[config.mk]
export PLATFORM = sky130hd
export DESIGN_NAME = exonbus_seq
export DESIGN_NICKNAME = d
export VERILOG_FILES = /design/src/rtl/exonbus_seq.sv
export SDC_FILE = /design/constraint.sdc
export NUM_CORES = 1
export LEC_CHECK = 0
export CORE_MARGIN = 4
export CORE_UTILIZATION = 56
export CTS_CLUSTER_DIAMETER = 30
export DETAILED_ROUTE_END_ITERATION = 10
export PLACE_DENSITY = 0.8
export SLEW_MARGIN = 20
export SYNTH_ARGS = -nofsm -noshare
export SYNTH_HDL_FRONTEND = slang
export SYNTH_SLANG_ARGS = --single-unit
[constraint.sdc]
create_clock -name clk -period 5.4 [get_ports clk]
set_input_delay 0.54 -clock clk [delete_from_list [all_inputs] [get_ports clk]]
set_output_delay 0.54 -clock clk [all_outputs]
set_load 0.02 [all_outputs]
[src/rtl/exonbus_seq.sv]
// Transfer sequencer for the shared 8-bit exonbus: queues bus-move commands and
// plays each one out as DRIVE -> LOAD -> GAP on the tri-state enables and register loads.
module exonbus_seq #(
  parameter int DEPTH = 4,
  parameter int AW    = 2
) (
  input  logic          clk,
  input  logic          rst_n,
  input  logic          cmd_valid,
  output logic          cmd_ready,
  input  logic [1:0]    cmd_src,
  input  logic [2:0]    cmd_dst,
  output logic          eni,
  output logic          ena,
  output logic          enb,
  output logic          enc,
  output logic          lda,
  output logic          ldb,
  output logic          ldc,
  output logic          busy,
  output logic          done,
  output logic          err,
  output logic [AW:0]   level
);

  typedef enum logic [1:0] {
    IDLE  = 2'd0,
    DRIVE = 2'd1,
    LOAD  = 2'd2,
    GAP   = 2'd3
  } state_t;

  localparam int          CW         = 5;
  localparam logic [AW:0] FULL_LEVEL = (AW+1)'(DEPTH);

  // command FIFO
  logic [CW-1:0] mem [DEPTH];
  logic [AW-1:0] wr_ptr_reg;
  logic [AW-1:0] rd_ptr_reg;
  logic [AW:0]   count_reg;
  logic [AW:0]   count_next;
  logic          full;
  logic          empty;
  logic          accept;
  logic          push;
  logic          pop;

  // sequencer
  state_t        state_reg;
  state_t        state_next;
  logic [1:0]    src_reg;
  logic [1:0]    src_next;
  logic [2:0]    dst_reg;
  logic [2:0]    dst_next;
  logic [3:0]    src_dec;

  // registered outputs
  logic [3:0]    en_next;
  logic [3:0]    en_reg;
  logic [2:0]    ld_next;
  logic [2:0]    ld_reg;
  logic          done_next;
  logic          done_reg;
  logic          busy_next;
  logic          busy_reg;
  logic          err_reg;

  assign full      = (count_reg == FULL_LEVEL);
  assign empty     = (count_reg == '0);
  assign accept    = cmd_valid && !full;
  // an all-zero load mask is consumed here and never reaches the FIFO
  assign push      = accept && (cmd_dst != 3'b000);
  assign cmd_ready = !full;
  assign level     = count_reg;

  always_ff @(posedge clk) begin
    if (push) begin
      mem[wr_ptr_reg] <= {cmd_src, cmd_dst};
    end
  end

  always_comb begin
    count_next = count_reg;
    case ({push, pop})
      2'b10:   count_next = count_reg + 1'b1;
      2'b01:   count_next = count_reg - 1'b1;
      default: count_next = count_reg;
    endcase
  end

  always_ff @(posedge clk or negedge rst_n) begin
    if (!rst_n) begin
      wr_ptr_reg <= '0;
      rd_ptr_reg <= '0;
      count_reg  <= '0;
    end else begin
      if (push) begin
        wr_ptr_reg <= wr_ptr_reg + 1'b1;
      end
      if (pop) begin
        rd_ptr_reg <= rd_ptr_reg + 1'b1;
      end
      count_reg <= count_next;
    end
  end

  // state register
  always_ff @(posedge clk or negedge rst_n) begin
    if (!rst_n) begin
      state_reg <= IDLE;
    end else begin
      state_reg <= state_next;
    end
  end

  // next-state logic; GAP pops directly so back-to-back commands skip IDLE
  always_comb begin
    state_next = state_reg;
    pop        = 1'b0;
    case (state_reg)
      IDLE: begin
        if (!empty) begin
          pop        = 1'b1;
          state_next = DRIVE;
        end
      end
      DRIVE: state_next = LOAD;
      LOAD:  state_next = GAP;
      GAP: begin
        if (!empty) begin
          pop        = 1'b1;
          state_next = DRIVE;
        end else begin
          state_next = IDLE;
        end
      end
      default: state_next = IDLE;
    endcase
  end

  assign {src_next, dst_next} = pop ? mem[rd_ptr_reg] : {src_reg, dst_reg};

  always_ff @(posedge clk or negedge rst_n) begin
    if (!rst_n) begin
      src_reg <= '0;
      dst_reg <= '0;
    end else begin
      src_reg <= src_next;
      dst_reg <= dst_next;
    end
  end

  generate
    for (genvar gi = 0; gi < 4; gi++) begin : g_src_dec
      assign src_dec[gi] = (src_next == 2'(gi));
    end
  endgenerate

  // output logic, evaluated on the upcoming state so every output leaves a flop
  always_comb begin
    en_next   = '0;
    ld_next   = '0;
    done_next = 1'b0;
    case (state_next)
      DRIVE: en_next = src_dec;
      LOAD: begin
        en_next = src_dec;
        ld_next = dst_next;
      end
      GAP:     done_next = 1'b1;
      default: begin
        en_next   = '0;
        ld_next   = '0;
        done_next = 1'b0;
      end
    endcase
    busy_next = (state_next != IDLE) || (count_next != '0);
  end

  always_ff @(posedge clk or negedge rst_n) begin
    if (!rst_n) begin
      en_reg   <= '0;
      ld_reg   <= '0;
      done_reg <= 1'b0;
      busy_reg <= 1'b0;
      err_reg  <= 1'b0;
    end else begin
      en_reg   <= en_next;
      ld_reg   <= ld_next;
      done_reg <= done_next;
      busy_reg <= busy_next;
      err_reg  <= accept && (cmd_dst == 3'b000);
    end
  end

  assign eni  = en_reg[0];
  assign ena  = en_reg[1];
  assign enb  = en_reg[2];
  assign enc  = en_reg[3];
  assign lda  = ld_reg[0];
  assign ldb  = ld_reg[1];
  assign ldc  = ld_reg[2];
  assign done = done_reg;
  assign busy = busy_reg;
  assign err  = err_reg;

endmodule

==> impl_metrics.yaml, run 1 <==
critical_path:
  rrSetupSlack_ns: 2.80
  crit_fanout: 8
  path_cells: "inv_1 -> ha_1 -> nor2_2 -> ha_1 -> inv_1 -> fa_1 -> xor2_1 -> or3_1 -> nand4b_1"
  crit_required_ns: 5.70
  path_class: "flop to flop"
  cp-end-kind: "flop"
  worstPathArrival_ns: 2.90
  max_stage_delay_ns: 0.42
  slowest_stage: "dfrtp_1"
  worst_setup_path_start_kind: "flop"
die:
  start_util_pct: 60.4
  die_h_um: 66.1
  die_area_um2: 4370
  rows: 20
  die_x_um: 66.1
  pin_count: 22
  core_area_um2: 3130
synth:
  ys_seq_elements: 44
  yosysUniqueCellTypes: 34
  async_reset_ff_share_pct: 54.5
  synth_area_leaders: "dfrtp_1 32%, edfxtp_1 32%, ha_1 6.6%, mux4_1 4.2%, mux4_2 2.4%"
  yosysWarnings: 0
  yosysTopAreaCell: "dfrtp_1"
  syn-cell-area_um2: 1890
  syn-mean-instance-area_um2: 14.9
  synthFlopType: "dfrtp_1"
  synth_edf_count: 20
  synth.top_cell.area_share_pct: 31.8
  synth_fp_nets: 146
  postSynthCellCount: 127
  yosysSeqAreaShare_pct: 63.6
placement:
  gp_congestion: 0.827
  pre_cts_ws_ns: 2.53
  dp.cells: 189
  hpwl_um: 2200
  port_buffers: 21
clocking:
  clk-insertion-delay-late_ns: 0.36
  clkTransAtPathRegs_ns: 0.12
  cts_inserted_buffers: 5
  cts_resized: 0
  postCtsSetupBuffers: 0
  cts.sinks: 44
  cts_buffer_depth: 2
  htree_num_levels: 2
  ctsHoldBuffers: 0
  tritoncts: "yes"
  ctsRootBufferMaster: "clkbuf_4"
grt:
  overflow: 0
  grt_pass1_wl_um: 4990
  grt_max_degree: 25
  antenna_found_initial: 0
  track_usage_pct: 15.7
  grt_pass1_vias: 1099
timing:
  fin_skew_ns: 0.00857
  whs_ns: 0.134
  rsz0062_at_grt: "no"
  setup_viol: 0
  setup_ws_ns: 2.80
  maxSlewViolCount: 0
  period_share_pct: 48.1
  max_slew_margin_pct: 65.8
  finalHoldViolCount: 0
  worst_pin_slew_ns: 0.513
  finalCriticalPeriod_ns: 2.60
  max_freq_mhz: 385
  finalSetupTns_ns: 0
detailed_routing:
  wl_per_cell_um: 14.7
  drtAntennaViolNets: 0
  drc: 0
  vias_per_cell: 5.41
  drt_iter0_drc: 37
  vias: 1065
  wirelength_um: 2900
  firstDrtPassIters: 4
finish:
  final_cells: 197
  largest_reg_flops: 20
  area_delta_synth_final_pct: 16.0
  antenna_cells: 0
  final_nets: 171
  layout-drive-gt1-share_pct: 11.8
pwr:
  max-vdd-ir-drop_mv: 0.329
  p_leak_uw: 0.000893
  total_power_uw: 1330
  power_density_nw_per_um2: 608
min_path:
  hold_class: "input port to asynchronous set/reset pin"
run:
  drv_cap: 0
outcome:
  status: "completed"
[cells by family after synthesis]
group	count (synthesis)	synth area share, %
flip-flops	44	63.6
AND/OR/NAND/NOR	31	9.14
AO/OA/AOI/OAI	15	5.63
buffers and inverters	12	2.78
adder cells (fa/ha/maj)	11	7.68
multiplexers	9	8.87
XOR/XNOR	5	2.32
[synth_stat cells (3+ instances only)]
master / number
a21boi_0: 3
and2_1: 4
dfrtp_1: 24
edfxtp_1: 20
ha_1: 10
inv_1: 9
mux2_2: 3
mux4_1: 3
nand2_1: 7
nand3_1: 6
o21ai_0: 4
o22ai_1: 3
xnor2_1: 3
[layout by cell type (no fill, tap or decap), types with 3 or more instances in the layout]
master and instances:
and2_1 4, mux2_2 3, o22ai_1 3, a21boi_0 3, clkdlybuf4s50_1 20, ha_1 10, xnor2_1 3, mux4_1 3
edfxtp_1 20, nand2_1 7, o21ai_0 4, inv_1 9, dfrtp_1 24, clkbuf_4 5, nand3_1 6
[critical path: cells and delay by family, from the launching register on]
kind / cells / cell delay [ns]
AND/OR/NAND/NOR: 3 / 0.81
flip-flops: 1 / 0.42
XOR/XNOR: 1 / 0.15
buffers and inverters: 2 / 0.14
adder cells (fa/ha/maj): 3 / 1.00
[stage by stage]
step | instance area (µm²) | util [%]
after floorplan | 1890 | -
after global placement | 2140 | 68.3
after detailed placement | 2140 | 68.3
after CTS | 2200 | 70.2
after global routing | 2190 | 70.1
final | 2190 | 70.1
[power breakdown]
part | leakage, µW | switching (µW) | internal [µW]
sequential | 0.000478 | 75.0 | 462
clock | 0.0000274 | 106 | 51.2
combinational | 0.000388 | 342 | 295
[per-layer routing]
| metal | GRT usage, % | share of wire, % | routed length [µm] | up-vias |
|---|---|---|---|---|
| met5 | 0 | 0 | 0 | - |
| met4 | 5.33 | 1.4 | 40 | 0 |
| met3 | 5.78 | 4.6 | 134 | 5 |
| met2 | 26.3 | 51 | 1490 | 25 |
| met1 | 18.4 | 43 | 1240 | 527 |
| li1 | - | - | - | 508 |
[final cells by class]
class | count | area (µm²)
Inverter | 9 | 33.8
Multi-Input combinational cell | 71 | 636
Timing Repair Buffer | 21 | 205
Fill cell | 231 | 936
Tap cell | 44 | 55.1
Clock buffer | 5 | 37.5
Clock inverter | 3 | 23.8
Sequential cell | 44 | 1200
[path summary, 6_finish.rpt]
path                       cells past startpoint                        end                   start
max in group asynchronous                      1  wr_ptr_reg[0]$_DFFE_PN0P_                   rst_n
hold reg to reg                                2       dst_reg[1]$_DFF_PN0_    dst_reg[1]$_DFF_PN0_
setup / recovery                               9             busy$_DFF_PN0_  state_reg[0]$_DFF_PN0_
min in group clk                               2       dst_reg[1]$_DFF_PN0_    dst_reg[1]$_DFF_PN0_
setup reg to reg                               9             busy$_DFF_PN0_  state_reg[0]$_DFF_PN0_
hold / removal                                 1             done$_DFF_PN0_                   rst_n
No activity file was read; power rests on OpenSTA's default activity.
==> inputs of run 2 (changes only) <==
- CORE_UTILIZATION: 56 -> 49
- PLACE_DENSITY: 0.8 -> 0.74
- clock period: 5.4 -> 2.3 ns (I/O delays scaled with it)
==> run 2 against run 1 <==
Count of clock-buffer cells in the layout grew 3. Critical endpoint unchanged. Flip-flop and latch count is the same. Clock skew shrank 0.0026 ns. Highest routed layer unchanged.
==> impl_metrics.yaml, run 2 (synthesis results as in run 1) <==
die:
  rows: 22
  die_area_um2: 4910
  start_util_pct: 51.2
  core_area_um2: 3690
  pin_count: 22
  die_x_um: 70.1
  die_h_um: 70.1
grt:
  grt_max_degree: 25
  overflow: 0
  grt_pass1_wl_um: 5980
  grt_pass1_vias: 1223
  track_usage_pct: 16.1
  antenna_found_initial: 0
clocking:
  clkTransAtPathRegs_ns: 0.07
  cts_inserted_buffers: 5
  tritoncts: "yes"
  cts.sinks: 44
  htree_num_levels: 2
  ctsRootBufferMaster: "clkbuf_8"
  clk-insertion-delay-late_ns: 0.29
  cts_buffer_depth: 2
critical_path:
  worst_setup_path_start_kind: "flop"
  worstPathArrival_ns: 2.47
  path_class: "flop to flop"
  max_stage_delay_ns: 0.43
  crit_fanout: 5
  path_cells: "or3b_4 -> o311a_4 -> inv_4 -> ha_4 -> inv_2 -> fa_2 -> xor2_1 -> or3_1 -> nand4b_1"
  crit_required_ns: 2.52
  cp-end-kind: "flop"
  slowest_stage: "dfrtp_2"
detailed_routing:
  drt_iter0_drc: 50
  vias_per_cell: 5.21
  drc: 0
  wirelength_um: 3530
  drtAntennaViolNets: 0
  vias: 1116
  wl_per_cell_um: 16.5
  firstDrtPassIters: 4
placement:
  gp_congestion: 0.760
  dpl_cell_area_um2: 2230
  dp.cells: 202
  hpwl_um: 2630
  port_buffers: 21
finish:
  final_cell_mix: "21 x dfrtp_1, 21 x clkdlybuf4s50_1, 20 x edfxtp_1"
  area_delta_synth_final_pct: 24.6
  antenna_cells: 0
  layout-drive-gt1-share_pct: 20.5
  fin_area_um2: 2350
  final_cells: 214
  largest_reg_flops: 20
  final_nets: 184
  fin_util_pct: 63.8
pwr:
  max-vdd-ir-drop_mv: 0.850
  total_power_uw: 3490
  p_leak_uw: 0.000968
  power_density_nw_per_um2: 1480
outcome:
  status: "completed"
timing:
  max_slew_margin_pct: 75.6
  rsz0062_at_grt: "yes"
  finalHoldViolCount: 0
  max_freq_mhz: 445
  setup_viol: 0
  finalSetupTns_ns: 0
  fin_skew_ns: 0.00601
  finalCriticalPeriod_ns: 2.25
  period_share_pct: 97.7
  maxSlewViolCount: 0
  worst_pin_slew_ns: 0.366
min_path:
  hold_class: "input port to asynchronous set/reset pin"
run:
  drv_cap: 0
## run 2: cell types whose count changed in the layout (fill, tap and decap cells not counted), sizes merged
cell           before  now
clkinvlp            2    0
clkdlybuf4s50      20   21
clkbuf              5    8
buf                 1   13
clkinv              1    0
## run 2: through the flow
step,setup WS [ns],hold WS (ns)
finish,0.0536,0.293
CTS,0.0228,0.297
detailed placement,-0.0837,0.515
global placement,-0.00250,0.488
global route,-0.0144,0.333
floorplan,-0.00955,-0.0656
## run 2: routing by layer
layer  share of wire (%)  GRT usage [%]
met1                  38           17.8
met2                  56           27.9
met3                 4.0           4.60
met4                 1.8           8.51
met5                   0              0
## run 2: cell type report
class / instances / area, µm²
Sequential cell: 44 / 1200
Fill cell: 291 / 1330
Clock buffer: 8 / 80.1
Multi-Input combinational cell: 71 / 666
Timing Repair Buffer: 34 / 308
Tap cell: 48 / 60.1
Inverter: 9 / 36.3
## run 2: power breakdown
| group | total [µW] | internal, µW | switching, µW | leakage, µW |
|---|---|---|---|---|
| combinational | 1780 | 881 | 897 | 0.000453 |
| clock | 452 | 216 | 236 | 0.0000395 |
| sequential | 1260 | 1090 | 168 | 0.000475 |
| total | 3490 | 2190 | 1300 | 0.000968 |
## run 2: what timing repair did
item                                    CTS  global route
setup buffers                             0             4
gates resized for setup                   0             5
hold buffers                              0             0
endpoints found under the setup margin    0             2
## run 2: worst max-delay path, delay by kind of cell, from the launching register on
kind                       cells  cell delay [ns]
AOI/OAI and AO/OA              1             0.15
xor gates and xnor gates       1             0.15
and+or+nand+nor                3             0.91
buffers and inverters          2             0.09
adders and majority gates      2             0.45
DFF                            1             0.43
## run 2: path summary, 6_finish.rpt
check                                          start                    to  slack [ns]  depth (start not counted)
worst min register to register  dst_reg[2]$_DFF_PN0_  dst_reg[2]$_DFF_PN0_        0.52                          2
worst max-delay path              level[1]$_DFF_PN0_        busy$_DFF_PN0_        0.05                          9
worst min-delay path                           rst_n  dst_reg[1]$_DFF_PN0_        0.29                          2
min in group clk                dst_reg[2]$_DFF_PN0_  dst_reg[2]$_DFF_PN0_        0.52                          2
worst max register to register    level[1]$_DFF_PN0_        busy$_DFF_PN0_        0.05                          9
max in group asynchronous                      rst_n    level[2]$_DFF_PN0_        1.74                          2
